[config.mk]
export PLATFORM = sky130hd
export DESIGN_NAME = led_seq_ctrl
export DESIGN_NICKNAME = d
export VERILOG_FILES = /design/src/rtl/led_seq_ctrl.sv
export SDC_FILE = /design/constraint.sdc
export NUM_CORES = 1
export LEC_CHECK = 0
export CORE_MARGIN = 2
export CORE_UTILIZATION = 45
export CTS_BUF_LIST = sky130_fd_sc_hd__clkbuf_16
export CTS_CLUSTER_SIZE = 8
export DETAILED_ROUTE_END_ITERATION = 6
export PLACE_DENSITY = 0.63
export RECOVER_POWER = 100
export SLEW_MARGIN = 30
export SYNTH_ARGS = -nofsm -noshare
export SYNTH_HDL_FRONTEND = slang
export SYNTH_SLANG_ARGS = --single-unit
[constraint.sdc]
create_clock -name clock -period 3.5 [get_ports clock]
set_clock_uncertainty 0.05 [all_clocks]
set_input_delay 1.05 -clock clock [delete_from_list [all_inputs] [get_ports clock]]
set_output_delay 1.05 -clock clock [all_outputs]
set_load 0.02 [all_outputs]
[src/rtl/led_seq_ctrl.sv]
// ---------------------------------------------------------------------------
// led_seq_ctrl
//   Sequencer for a rotating LED shift register. A prescaler divides the
//   clock down to a selectable step rate; each step strobe rotates the
//   external shift register one position. A button press flashes the LEDs
//   for FLASH_TICKS prescaler ticks, after which the pattern is reseeded.
//
// Configuration macro:
//   SYNC_INPUTS_EN - when defined, i_sw and i_btn pass through 2-flop
//                    synchronisers (two extra cycles of input latency).
//
// Ports:
//   clock      in   sole clock, rising edge
//   i_reset    in   asynchronous active-low reset
//   i_sw[3:0]  in   [0] run enable, [2:1] speed select, [3] direction
//   i_btn      in   flash request (level; rising edge is the event)
//   o_load     out  1-cycle strobe: load seed 1 at bit 0
//   o_step     out  1-cycle strobe: rotate one position
//   o_dir      out  rotation direction (0 left, 1 right), valid with o_step
//   o_blank    out  1 forces LEDs off
//   o_wrap     out  1-cycle strobe on completion of a full rotation
//   o_state    out  FSM state: 0 IDLE, 1 RUN, 2 HOLD, 3 FLASH
// ---------------------------------------------------------------------------
module led_seq_ctrl #(
    parameter int NB_LEDS     = 4,
    parameter int NB_COUNT    = 32,
    parameter int LIMIT0      = 2**23,
    parameter int LIMIT1      = 2**24,
    parameter int LIMIT2      = 2**25,
    parameter int LIMIT3      = 2**26,
    parameter int FLASH_TICKS = 8
) (
    input  logic       clock,
    input  logic       i_reset,
    input  logic [3:0] i_sw,
    input  logic       i_btn,
    output logic       o_load,
    output logic       o_step,
    output logic       o_dir,
    output logic       o_blank,
    output logic       o_wrap,
    output logic [1:0] o_state
);

    typedef enum logic [1:0] {
        ST_IDLE  = 2'd0,
        ST_RUN   = 2'd1,
        ST_HOLD  = 2'd2,
        ST_FLASH = 2'd3
    } state_t;

    localparam int CNT_W = (NB_LEDS > 1) ? $clog2(NB_LEDS) : 1;
    localparam int FT_W  = $clog2(FLASH_TICKS + 1);

    localparam logic [NB_COUNT-1:0] LIM0_M1 = NB_COUNT'(LIMIT0 - 1);
    localparam logic [NB_COUNT-1:0] LIM1_M1 = NB_COUNT'(LIMIT1 - 1);
    localparam logic [NB_COUNT-1:0] LIM2_M1 = NB_COUNT'(LIMIT2 - 1);
    localparam logic [NB_COUNT-1:0] LIM3_M1 = NB_COUNT'(LIMIT3 - 1);

    logic [3:0] w_sw;
    logic       w_btn;

`ifdef SYNC_INPUTS_EN
    logic [4:0] r_sync1;
    logic [4:0] r_sync2;

    always_ff @(posedge clock or negedge i_reset) begin
        if (!i_reset) begin
            r_sync1 <= '0;
            r_sync2 <= '0;
        end else begin
            r_sync1 <= {i_btn, i_sw};
            r_sync2 <= r_sync1;
        end
    end

    assign w_sw  = r_sync2[3:0];
    assign w_btn = r_sync2[4];
`else
    assign w_sw  = i_sw;
    assign w_btn = i_btn;
`endif

    state_t              r_state, w_state_nxt;
    logic [NB_COUNT-1:0] r_pre, w_pre_nxt, w_pre_adv;
    logic [CNT_W-1:0]    r_cnt, w_cnt_nxt;
    logic [FT_W-1:0]     r_ft, w_ft_nxt;
    logic [1:0]          r_sel;
    logic                r_btn_q;
    logic                r_load, r_step, r_dir, r_blank, r_wrap;
    logic                w_load_nxt, w_step_nxt, w_dir_nxt, w_blank_nxt, w_wrap_nxt;
    logic [NB_COUNT-1:0] w_lim_m1;
    logic                w_tick;
    logic                w_run;
    logic                w_rise;
    logic                w_sel_chg;

    assign w_run     = w_sw[0];
    assign w_rise    = w_btn & ~r_btn_q;
    assign w_sel_chg = (w_sw[2:1] != r_sel);

    always_comb begin
        case (w_sw[2:1])
            2'd0:    w_lim_m1 = LIM0_M1;
            2'd1:    w_lim_m1 = LIM1_M1;
            2'd2:    w_lim_m1 = LIM2_M1;
            default: w_lim_m1 = LIM3_M1;
        endcase
    end

    // Prescaler advance. A speed change that leaves the count at or past the
    // new terminal value restarts the period without a tick. A count beyond
    // the terminal value (speed changed while frozen) also restarts silently
    // so the counter can never run away past the limit.
    always_comb begin
        w_tick    = 1'b0;
        w_pre_adv = r_pre + 1'b1;
        if ((r_pre > w_lim_m1) || (w_sel_chg && (r_pre >= w_lim_m1))) begin
            w_pre_adv = '0;
        end else if (r_pre == w_lim_m1) begin
            w_tick    = 1'b1;
            w_pre_adv = '0;
        end
    end

    // Next-state and registered-output logic. Strobes are computed here and
    // registered, so each one appears in the cycle after the deciding edge.
    always_comb begin
        w_state_nxt = r_state;
        w_pre_nxt   = r_pre;
        w_cnt_nxt   = r_cnt;
        w_ft_nxt    = r_ft;
        w_blank_nxt = r_blank;
        w_dir_nxt   = r_dir;
        w_load_nxt  = 1'b0;
        w_step_nxt  = 1'b0;
        w_wrap_nxt  = 1'b0;
        case (r_state)
            ST_IDLE: begin
                if (w_run) begin
                    w_state_nxt = ST_RUN;
                    w_load_nxt  = 1'b1;
                    w_pre_nxt   = '0;
                    w_cnt_nxt   = '0;
                    w_blank_nxt = 1'b0;
                end
            end
            ST_RUN: begin
                // Disable has priority: a coincident button edge is dropped.
                if (!w_run) begin
                    w_state_nxt = ST_HOLD;
                end else if (w_rise) begin
                    w_state_nxt = ST_FLASH;
                    w_pre_nxt   = '0;
                    w_ft_nxt    = '0;
                    w_blank_nxt = 1'b0;
                end else begin
                    w_pre_nxt = w_pre_adv;
                    if (w_tick) begin
                        w_step_nxt = 1'b1;
                        w_dir_nxt  = w_sw[3];
                        if (r_cnt == CNT_W'(NB_LEDS - 1)) begin
                            w_cnt_nxt  = '0;
                            w_wrap_nxt = 1'b1;
                        end else begin
                            w_cnt_nxt = r_cnt + 1'b1;
                        end
                    end
                end
            end
            ST_HOLD: begin
                if (w_run) begin
                    if (w_rise) begin
                        w_state_nxt = ST_FLASH;
                        w_pre_nxt   = '0;
                        w_ft_nxt    = '0;
                        w_blank_nxt = 1'b0;
                    end else begin
                        w_state_nxt = ST_RUN;
                    end
                end
            end
            default: begin  // ST_FLASH
                w_pre_nxt = w_pre_adv;
                if (w_tick) begin
                    if (r_ft == FT_W'(FLASH_TICKS - 1)) begin
                        w_ft_nxt    = '0;
                        w_blank_nxt = 1'b0;
                        w_pre_nxt   = '0;
                        if (w_run) begin
                            w_state_nxt = ST_RUN;
                            w_load_nxt  = 1'b1;
                            w_cnt_nxt   = '0;
                        end else begin
                            w_state_nxt = ST_IDLE;
                        end
                    end else begin
                        w_ft_nxt    = r_ft + 1'b1;
                        w_blank_nxt = ~r_blank;
                    end
                end
            end
        endcase
    end

    always_ff @(posedge clock or negedge i_reset) begin
        if (!i_reset) begin
            r_state <= ST_IDLE;
            r_pre   <= '0;
            r_cnt   <= '0;
            r_ft    <= '0;
            r_sel   <= '0;
            r_btn_q <= 1'b0;
            r_load  <= 1'b0;
            r_step  <= 1'b0;
            r_dir   <= 1'b0;
            r_blank <= 1'b0;
            r_wrap  <= 1'b0;
        end else begin
            r_state <= w_state_nxt;
            r_pre   <= w_pre_nxt;
            r_cnt   <= w_cnt_nxt;
            r_ft    <= w_ft_nxt;
            r_sel   <= w_sw[2:1];
            r_btn_q <= w_btn;
            r_load  <= w_load_nxt;
            r_step  <= w_step_nxt;
            r_dir   <= w_dir_nxt;
            r_blank <= w_blank_nxt;
            r_wrap  <= w_wrap_nxt;
        end
    end

    assign o_load  = r_load;
    assign o_step  = r_step;
    assign o_dir   = r_dir;
    assign o_blank = r_blank;
    assign o_wrap  = r_wrap;
    assign o_state = r_state;

endmodule

Word-level counts from Yosys, hierarchy flattened
Cells that the tools add are included.
{ "totals": {"register_bits": 48, "output_inout_bits": 7, "wordCells": 110} }
{ "classes": {"add_sub_neg": 3, "magnitude_cmp": 2, "n_eq_ne": 17, "muxes": 54, "bitwise_logic": 6, "n_reduce_logical": 17} }
{ "ops": {"columns": ["op", "n"], "rows": [
  ["32-bit 2-to-1 mux", 9],
  ["32-bit one-hot mux with 3 select lines", 1],
  ["26-bit one-hot mux with 3 select lines", 1],
  ["32-bit by 1-bit adder with 32-bit output, second input constant", 1],
  ["32-bit == test", 1],
  ["32-bit greater-or-equal comparator", 1],
  ["32-bit greater-than comparator", 1],
  ["2-bit 2-to-1 mux", 14],
  ["1-bit 2-to-1 mux", 20],
  ["4-bit 2-to-1 mux", 4],
  ["4-bit AND reduction", 4],
  ["2-bit != test, second input constant", 6],
  ["2-bit one-hot mux with 3 select lines", 2],
  ["4-bit one-hot mux with 2 select lines", 1],
  ["4-bit nonzero test", 2],
  ["2-bit == test, second input constant", 3],
  ["6-bit AND reduction", 1],
  ["3-bit nonzero test", 2],
  ["1-bit inverter", 5],
  ["5-bit AND reduction", 1],
  ["4-bit by 1-bit adder with 4-bit output, second input constant", 1],
  ["2-bit by 1-bit == test with 1-bit output, second input constant", 2],
  ["4-bit by 3-bit == test with 1-bit output, second input constant", 1],
  ["2-bit logical NOT", 2],
  ["other kinds (10)", 13]
]} }

Depth between registers and ports, before layout
Gate-level depths: netlist of the first run.
{ "logic_depth": {"ltp_word": 10, "mapped_depth": 9, "ltp_nobuf": 8} }

Worst setup path after synthesis of the first run
No wires, ideal clock.
{ "synth_path": {"kind": "in2reg", "from": "in i_sw[1]", "to": "reg r_pre[10]", "setup_time_ns": 0.132, "arrival_ns": 2.969, "setup_slack_ns": 0.349, "stages": 9, "cell_sequence": "nand2_1 ha_1 and2_1 nand4_1 nor4_1 nor2_1 nor2_1 clkbuf_1 nor2_1"} }
{ "synth_between": {"elab_chain_len": 9, "elab_cells_between_ends": 19, "classes_between": "2 x order compare; 4 x eq/ne; 10 x mux; 3 x reduce/logical"} }
{ "synth_lines": {"columns": ["element", "line_no", "source"], "rows": [
  ["start, declared", "35", "input logic [3:0] i_sw,"],
  ["2-bit == test (tied with other cells)", "103", "case (w_sw[2:1])"],
  ["26-bit one-hot mux with 3 select lines", "103", null],
  ["32-bit greater-or-equal comparator", "118", "if ((r_pre > w_lim_m1) || (w_sel_chg && (r_pre >= w_lim_m1))) begin"],
  ["1-bit logical AND", "118", null],
  ["1-bit logical OR", "118", null],
  ["32-bit 2-to-1 mux", "118", null],
  ["32-bit 2-to-1 mux (on tied branches)", "186, 152", null],
  ["32-bit 2-to-1 mux (on tied branches)", "185, 150", null],
  ["32-bit one-hot mux with 3 select lines *", "138", "case (r_state)"],
  ["end signal, assigned", "221", "r_pre <= w_pre_nxt;"],
  ["end, declared", "85", "logic [NB_COUNT-1:0] r_pre, w_pre_nxt, w_pre_adv;"]
]} }
Mark *: on every way between the ends. The rest lies on a longest branch, timed or not. The select of a mux whose other input is x is not followed.
A chain may end at the register's enable or synchronous reset.

Final worst setup path of the first run
{ "layout_path": {"from": "in i_sw[2]", "to": "reg r_state[1], in the netlist o_state[1]"} }
{ "layout_between": {"elab_chain_len": 8, "elab_cells_between_ends": 14, "classes_between": "2 x order compare; 4 x eq/ne; 3 x mux; 5 x reduce/logical"} }
{ "layout_lines": {"columns": ["element", "line_no", "source"], "rows": [
  ["2-bit == test (tied with other cells)", "103", null],
  ["26-bit one-hot mux with 3 select lines", "103", null],
  ["32-bit greater-or-equal comparator", "118", null],
  ["1-bit logical AND", "118", null],
  ["1-bit logical OR", "118", null],
  ["1-bit 2-to-1 mux *", "118", null],
  ["4-bit nonzero test (no source line) *", null, null],
  ["5-bit AND reduction (no source line) *", null, null],
  ["end signal, assigned", "220", "r_state <= w_state_nxt;"],
  ["end, declared", "84", "state_t r_state, w_state_nxt;"]
]} }
Mark *: on every way between the ends. The rest lies on a longest branch, timed or not.

==> results of run 1 <==
## worst min-delay path by stage
stage,startpoint,endpoint,slack [ns],cells after the start
after global placement,r_cnt[0]$_DFFE_PN0P_,r_cnt[0]$_DFFE_PN0P_,0.42,1
after floorplan,r_cnt[1]$_DFFE_PN0P_,r_cnt[1]$_DFFE_PN0P_,0.40,2
final,r_cnt[1]$_DFFE_PN0P_,r_cnt[1]$_DFFE_PN0P_,0.44,2
after detailed placement,r_cnt[1]$_DFFE_PN0P_,r_cnt[1]$_DFFE_PN0P_,0.43,2
after global routing,r_cnt[1]$_DFFE_PN0P_,r_cnt[1]$_DFFE_PN0P_,0.45,2
after CTS,r_cnt[0]$_DFFE_PN0P_,r_cnt[0]$_DFFE_PN0P_,0.45,1
## final cells by class
cell class                 count  area (um2)
clock buffer                   5       125.1
timing repair buffer          27       205.2
sequential                    48        1201
fill                         511        2495
inverter                       8       30.03
multi-input combinational    205        1287
clock inverter                 3       38.79
tap                           72       90.09
## worst max-delay path, cell delays in order
cell and delay, ns:
sky130_fd_sc_hd__clkdlybuf4s50_1 0.50, sky130_fd_sc_hd__nand2_1 0.07, sky130_fd_sc_hd__ha_1 0.29, sky130_fd_sc_hd__and2_1 0.16, sky130_fd_sc_hd__nand4_1 0.10, sky130_fd_sc_hd__or4_4 0.45, sky130_fd_sc_hd__o31a_1 0.28, sky130_fd_sc_hd__or4_1 0.49
sky130_fd_sc_hd__o21ai_0 0.08
## cells by family after synthesis
| logic type | Yosys count |
|---|---|
| buffers and inverters | 12 |
| xor gates and xnor gates | 24 |
| muxes | 5 |
| DFF | 48 |
| and+or+nand+nor | 128 |
| AOI/OAI and AO/OA | 38 |
| adders and majority gates | 10 |
## registers in the layout, indices dropped and copies added (netlist names)
signal   count
r_btn_q      1
r_sel        2
o_state      2
r_pre       32
o_wrap       1
o_step       1
r_ft         4
o_blank      1
o_load       1
o_dir        1
r_cnt        2
## per-layer routing
layer  share of wire [%]  track usage (%)  wire (um)
met1                  48            23.65       2423
met2                  46            29.75       2336
met3                 3.8            3.977        191
met4                 2.5            6.724        128
met5                   0                0          0
## where the power goes
part           internal (mW)  leakage, nW  switching [mW]
logic                  0.202        0.593           0.314
registers              0.597        0.654          0.0443
clock network          0.333       0.0850           0.192
## cell usage after synthesis, types with 3 or more instances
| cell type | n | area (um2) |
|---|---|---|
| sky130_fd_sc_hd__a21oi_1 | 8 | 40.04 |
| sky130_fd_sc_hd__a31oi_1 | 6 | 37.54 |
| sky130_fd_sc_hd__and3_1 | 6 | 37.54 |
| sky130_fd_sc_hd__clkbuf_1 | 4 | 15.01 |
| sky130_fd_sc_hd__dfrtp_1 | 48 | 1201 |
| sky130_fd_sc_hd__ha_1 | 10 | 125.1 |
| sky130_fd_sc_hd__inv_1 | 7 | 26.28 |
| sky130_fd_sc_hd__mux2_2 | 3 | 33.78 |
| sky130_fd_sc_hd__nand2_1 | 17 | 63.81 |
| sky130_fd_sc_hd__nand2b_1 | 3 | 18.77 |
| sky130_fd_sc_hd__nand3_1 | 17 | 85.08 |
| sky130_fd_sc_hd__nand4_1 | 9 | 56.30 |
| sky130_fd_sc_hd__nor2_1 | 44 | 165.2 |
| sky130_fd_sc_hd__nor3_1 | 9 | 45.04 |
| sky130_fd_sc_hd__nor4_1 | 4 | 25.02 |
| sky130_fd_sc_hd__o21ai_0 | 9 | 45.04 |
| sky130_fd_sc_hd__xnor2_1 | 11 | 96.34 |
| sky130_fd_sc_hd__xor2_1 | 13 | 113.9 |
## stage by stage
step	instance area, um2	hold slack, ns
global route	2978	0.4522
CTS	3003	0.4470
detailed placement	2839	0.4339
finish	2978	0.4419
floorplan	2534	0.4038
global placement	2839	0.4229
==> results.sh, run 1 <==
export IMPL_max_slew_worst_pin_slew_ns=1.291
export IMPL_most_common_layout_cells="sky130_fd_sc_hd__dfrtp_1, sky130_fd_sc_hd__nor2_1, sky130_fd_sc_hd__nand2_1, sky130_fd_sc_hd__nand3_1, sky130_fd_sc_hd__xor2_1"
export IMPL_post_cts_setup_buffers=0
export IMPL_setup_total_negative_slack_ns=0
export IMPL_number_of_antenna_violations_at_the_first_check_in_global_routing=0
export IMPL_ys_warn_count=0
export IMPL_weighted_congestion_at_the_end_of_routability_driven_global_placement=0.9201
export IMPL_finalPower_mw=1.683
export IMPL_dp_cells=360
export IMPL_synth_flop_cell="sky130_fd_sc_hd__dfrtp_1"
export IMPL_global_route_wire_length_before_repair_um=9004
export IMPL_drt_drc_violations_left=0
export IMPL_power_density_nw_per_um2=565.0
export IMPL_finalWorstPathRequiredPeriod_ns=3.294
export IMPL_buffer_ports_inserted=13
export IMPL_drv_slew=0
export IMPL_synthMuxAreaShare_pct=2.123
export IMPL_avgRoutedWirePerCell_um=13.80
export IMPL_row_count=27
export IMPL_max_freq_mhz=303.6
export IMPL_final_cycle_utilization_of_the_critical_path_pct=94.11
export IMPL_detailedPlace_worstSlack_ns=-0.09560
export IMPL_detail_route_wirelength_um=5079
export IMPL_cts_root_buffer_cell="sky130_fd_sc_hd__clkbuf_16"
export IMPL_dieArea_um2=6247
export IMPL_p_leak_nw=1.333
export IMPL_cts_resized_gates=0
export IMPL_yosys_area_share_xor_xnor_pct=8.296
export IMPL_effective_utilization_at_floorplan_pct=46.30
export IMPL_synth_edf_count=0
export IMPL_drtPass1Iterations=4
export IMPL_postSynthNetCount=282
export IMPL_timing_critical_path_from_type="primary input"
export IMPL_antennaDiodeCount=0
export IMPL_outcome="complete, no violations"
export IMPL_htreeDepth=2
export IMPL_critical_path_reg2reg_endpoint="o_state[1]$_DFFE_PN0P_"
export IMPL_mostFrequentLayoutCell="sky130_fd_sc_hd__dfrtp_1"
export IMPL_die_y_um=79.04
export IMPL_synth_adder_area_share_pct=4.938
export IMPL_arrival_ns=3.45
export IMPL_groute_usage_overall_pct=18.16
export IMPL_finalNonFillerCells=368
export IMPL_asyncSetResetFlopFracSynth_pct=100.0
export IMPL_final_core_util_pct=54.41
export IMPL_worst_setup_hold_path_clk_slew_ns=0.06
export IMPL_power_ir_vdd_worst_v=0.0002396
export IMPL_synth_top_family_by_area="simple AND/OR/NAND/NOR gates"
export IMPL_io_pin_count=14
export IMPL_cp_max_fo=3
export IMPL_endpoint_kind="flip-flop"
export IMPL_synth_cells=265
export IMPL_crit_start="i_sw[2]"
export IMPL_cap_viol_max_count=0
export IMPL_synth_compound_gate_area_share_pct=9.926
export IMPL_synth_avg_cell_area_um2=9.561
export IMPL_cts_buffers=5
export IMPL_layout_setup_ws_ns=0.2062
export IMPL_design_core_area_um2=5473
export IMPL_synth_lib_cells_used_distinct=47
export IMPL_largest_net_degree_at_the_start_of_global_routing=26
export IMPL_slew_limit_headroom_pct=13.92
export IMPL_grt_setup_unrepaired="no"
export IMPL_num_nets_final=312
export IMPL_hold_path_class="flip-flop to flip-flop"
export IMPL_tritoncts_num_sinks=48
export IMPL_criticalPathCategory="primary input to flip-flop"
export IMPL_drt_vias_per_instance=5.584
export IMPL_cts_buffer_depth=2
export IMPL_seq_area_frac_synth_pct=47.41
export IMPL_timing_critical_path_required_ns=3.66
export IMPL_synth_simple_gate_area_share_pct=25.53
export IMPL_area_delta_synth_final_pct=17.53
export IMPL_final_layout_size_suffix_gt1_share_pct=8.446
export IMPL_synth_area_um2=2534
export IMPL_finalSetupViolations=0
export IMPL_routed_via_count=2055
export IMPL_first_global_vias=1939
export IMPL_worst_r2r_startpoint="r_pre[4]$_DFFE_PN0P_"
export IMPL_cts_hold_buf=0
export IMPL_ys_seq_elements=48
export IMPL_ant_nets=0
export IMPL_tritoncts="yes"
export IMPL_worst_r2r_cell_count=6
export IMPL_regToRegSetupSlack_ns=0.72
export IMPL_die_width_um=79.04
export IMPL_grt_overflow_total=0
export IMPL_detailed_place_hpwl_um=3772
export IMPL_critical_path_endpoint="o_state[1]$_DFFE_PN0P_"
export IMPL_timing_final_hold_violations=0
export IMPL_clock_insertion_delay_worst_skew_ns=0.28
export IMPL_drtIter0Drc=50
Power figures use the tool's default switching activity.
==> inputs of run 2 (changes only) <==
ABC_AREA = 1   (was default)
CORE_ASPECT_RATIO = 0.8   (was default)
==> results.sh, run 2 <==
export IMPL_holdCritStartpoint="o_dir$_DFFE_PN0P_"
export IMPL_synth_top_cells_by_count="sky130_fd_sc_hd__nand2_1, sky130_fd_sc_hd__nor2_1, sky130_fd_sc_hd__dfrtp_1"
export IMPL_finalWorstPathRequiredPeriod_ns=3.030
export IMPL_yosys_top_cells_area="sky130_fd_sc_hd__dfrtp_1, sky130_fd_sc_hd__nand2_1, sky130_fd_sc_hd__nor2_1"
export IMPL_largest_net_degree_at_the_start_of_global_routing=26
export IMPL_row_count=25
export IMPL_timing_critical_path_required_ns=3.61
export IMPL_clockPowerShare_pct=25.7
export IMPL_cts_root_buffer_cell="sky130_fd_sc_hd__clkbuf_16"
export IMPL_synth_flop_cell="sky130_fd_sc_hd__dfrtp_1"
export IMPL_setup_total_negative_slack_ns=0
export IMPL_num_nets_final=421
export IMPL_arrival_ns=3.14
export IMPL_avgRoutedWirePerCell_um=12.30
export IMPL_cap_viol_max_count=0
export IMPL_cpMostUsedCell="sky130_fd_sc_hd__nand2_1"
export IMPL_min_delay_path_depth=2
export IMPL_critical_path_cell_chain="dlygate4sd3_1 > nand2_1 > ha_1 > nand2_1 > nor2_1 > nand2_1 > nor2_1 > nand2_2 > nand2_1 > nand2_4 > clkinv_2 > nor2_1"
export IMPL_cp_max_fo=15
export IMPL_ys_seq_elements=48
export IMPL_power_density_nw_per_um2=564.9
export IMPL_htreeDepth=2
export IMPL_global_route_wire_length_before_repair_um=10470
export IMPL_holdPathEnd="o_dir$_DFFE_PN0P_"
export IMPL_antennaDiodeCount=0
export IMPL_max_slew_worst_pin_slew_ns=1.347
export IMPL_synth_lib_cells_used_distinct=32
export IMPL_groute_usage_overall_pct=19.34
export IMPL_regToRegSetupSlack_ns=1.06
export IMPL_post_synth_top_count_cell="sky130_fd_sc_hd__nand2_1"
export IMPL_critPathSlowestCell="sky130_fd_sc_hd__dlygate4sd3_1"
export IMPL_seq_area_frac_synth_pct=42.82
export IMPL_synth_area_um2=2805
export IMPL_final_layout_size_suffix_gt1_share_pct=5.926
export IMPL_synth_cells=385
export IMPL_routed_via_count=2380
export IMPL_cts_hold_buf=0
export IMPL_clock_insertion_delay_worst_skew_ns=0.28
export IMPL_drtPass1Iterations=4
export IMPL_die_width_um=92.28
export IMPL_detailed_place_hpwl_um=4494
export IMPL_cts_resized_gates=0
export IMPL_criticalPathCategory="primary input to flip-flop"
export IMPL_mostFrequentLayoutCell="sky130_fd_sc_hd__nand2_1"
export IMPL_crit_start="i_sw[2]"
export IMPL_drtIter0Drc=226
export IMPL_cts_buffers=5
export IMPL_combinational_group_share_of_total_power_pct=36.9
export IMPL_outcome="complete, no violations"
export IMPL_internal_power_mw=1.069
export IMPL_detail_route_wirelength_um=5976
export IMPL_power_ir_vdd_worst_v=0.0002750
export IMPL_largest_reg_flops=32
export IMPL_design_core_area_um2=5974
export IMPL_endpoint_kind="flip-flop"
export IMPL_critPathMaxStageDelay_ns=0.62
export IMPL_tritoncts="yes"
export IMPL_power_net_switching_mw=0.7049
export IMPL_grt_setup_unrepaired="no"
export IMPL_asyncSetResetFlopFracSynth_pct=100.0
export IMPL_synth_area_leader="sky130_fd_sc_hd__dfrtp_1"
export IMPL_drt_drc_violations_left=0
export IMPL_netSwitchingFraction_pct=39.75
export IMPL_postSynthNetCount=402
export IMPL_slew_limit_headroom_pct=10.20
export IMPL_synth_edf_count=0
export IMPL_critical_path_reg2reg_endpoint="r_pre[15]$_DFFE_PN0P_"
export IMPL_synth_top_cell_area_share_pct=42.82
export IMPL_cts_buffer_depth=2
export IMPL_post_cts_setup_buffers=0
export IMPL_worst_r2r_startpoint="o_state[0]$_DFFE_PN0P_"
export IMPL_weighted_congestion_at_the_end_of_routability_driven_global_placement=0.8667
export IMPL_io_pin_count=14
export IMPL_number_of_antenna_violations_at_the_first_check_in_global_routing=0
export IMPL_timing_final_hold_violations=0
export IMPL_most_common_layout_cells="sky130_fd_sc_hd__nand2_1, sky130_fd_sc_hd__nor2_1, sky130_fd_sc_hd__dfrtp_1, sky130_fd_sc_hd__inv_1, sky130_fd_sc_hd__nand3_1"
export IMPL_drt_vias_per_instance=4.897
export IMPL_ant_nets=0
export IMPL_drv_slew=0
export IMPL_grt_overflow_total=0
export IMPL_tritoncts_num_sinks=48
export IMPL_final_cycle_utilization_of_the_critical_path_pct=86.56
export IMPL_timing_critical_path_from_type="primary input"
export IMPL_worst_r2r_cell_count=8
export IMPL_final_core_util_pct=52.54
export IMPL_biggestRegsByFlops="r_pre x32, r_ft x4"
export IMPL_ys_warn_count=0
export IMPL_buffer_ports_inserted=13
export IMPL_finalSetupViolations=0
export IMPL_dieArea_um2=6886
export IMPL_top_register="r_pre"
export IMPL_hold_path_class="flip-flop to flip-flop"
export IMPL_area_delta_synth_final_pct=11.91
export IMPL_pwr_share_seq_pct=37.3
export IMPL_synth_avg_cell_area_um2=7.286
export IMPL_first_global_vias=2225
export IMPL_p_leak_nw=1.505
export IMPL_effective_utilization_at_floorplan_pct=46.95
export IMPL_die_y_um=74.62
export IMPL_max_freq_mhz=330.1
export IMPL_worst_setup_hold_path_clk_slew_ns=0.06
==> run 2: cell types whose count changed after synthesis, sizes merged, moves of 4 or more <==
cell / before / now
and3: 6 / 1
nand3: 17 / 28
xor2: 13 / 6
nor4: 4 / 0
xnor2: 11 / 1
o21ai: 9 / 20
inv: 7 / 50
clkbuf: 4 / 0
nand2: 17 / 106
nor2: 44 / 73
==> run 2: worst max path at each step <==
stage                     slack [ns]                     to
final                           0.47  r_pre[17]$_DFFE_PN0P_
after global routing            0.29  r_pre[17]$_DFFE_PN0P_
after CTS                       0.60  r_pre[17]$_DFFE_PN0P_
after detailed placement        0.30  r_pre[19]$_DFFE_PN0P_
after global placement          0.38  r_pre[10]$_DFFE_PN0P_
after floorplan                 1.09  r_pre[22]$_DFFE_PN0P_
==> run 2: final cells by class <==
cell class / count / area (um2)
clock buffer: 5 / 125.1
tap: 81 / 101.3
fill: 633 / 2835
sequential: 48 / 1201
inverter: 51 / 192.7
timing repair buffer: 15 / 132.6
clock inverter: 3 / 13.76
multi-input combinational: 283 / 1373
==> run 2: power by group through the flow <==
| stage | Combinational, mW | Sequential [mW] | Clock, mW |
|---|---|---|---|
| final | 0.654 | 0.662 | 0.457 |
| after global routing | 0.770 | 0.671 | 0.492 |
| after CTS | 0.684 | 0.664 | 0.471 |
| after detailed placement | 0.682 | 0.674 | 0 |
| after global placement | 0.674 | 0.671 | 0 |
| after floorplan | 0.492 | 0.683 | 0 |
==> run 2: per-stage QoR <==
stage               std cells  cell area (um2)  hold slack, ns  worst slack, ns  total power, mW
detailed placement        478             3023          0.4161           0.3050            1.357
CTS                       486             3162          0.4333           0.5998            1.819
finish                    486             3139          0.4260           0.4703            1.773
floorplan                 385             2805          0.4099            1.090            1.175
global placement          478             3023          0.4210           0.3789            1.345
global route              486             3139          0.4728           0.2861            1.934
==> run 2: routing by layer <==
metal  up-vias  part of all wire [%]  global-route usage (%)
met2        33                    41                   29.33
met3         2                   4.5                   3.704
met1      1081                    54                   29.41
met5         -                     0                       0
met4         0                  0.42                   3.483
li1       1264                     -                       -
==> run 2: critical path, delay by kind of cell <==
family,cells,cell delay (ns)
AND/OR/NAND/NOR,9,0.97
buffers and inverters,2,0.84
adder cells (fa/ha/maj),1,0.29
==> run 2: kinds of logic (layout without fill, tap and decap cells) <==
family                     count (synthesis)  count (layout)  share of synthesized area [%]
buffers and inverters                     54              74                          7.716
xor gates and xnor gates                   7               7                          2.186
DFF                                       48              48                          42.82
and+or+nand+nor                          228             228                          35.46
AOI/OAI and AO/OA                         38              38                          7.360
adders and majority gates                 10              10                          4.460
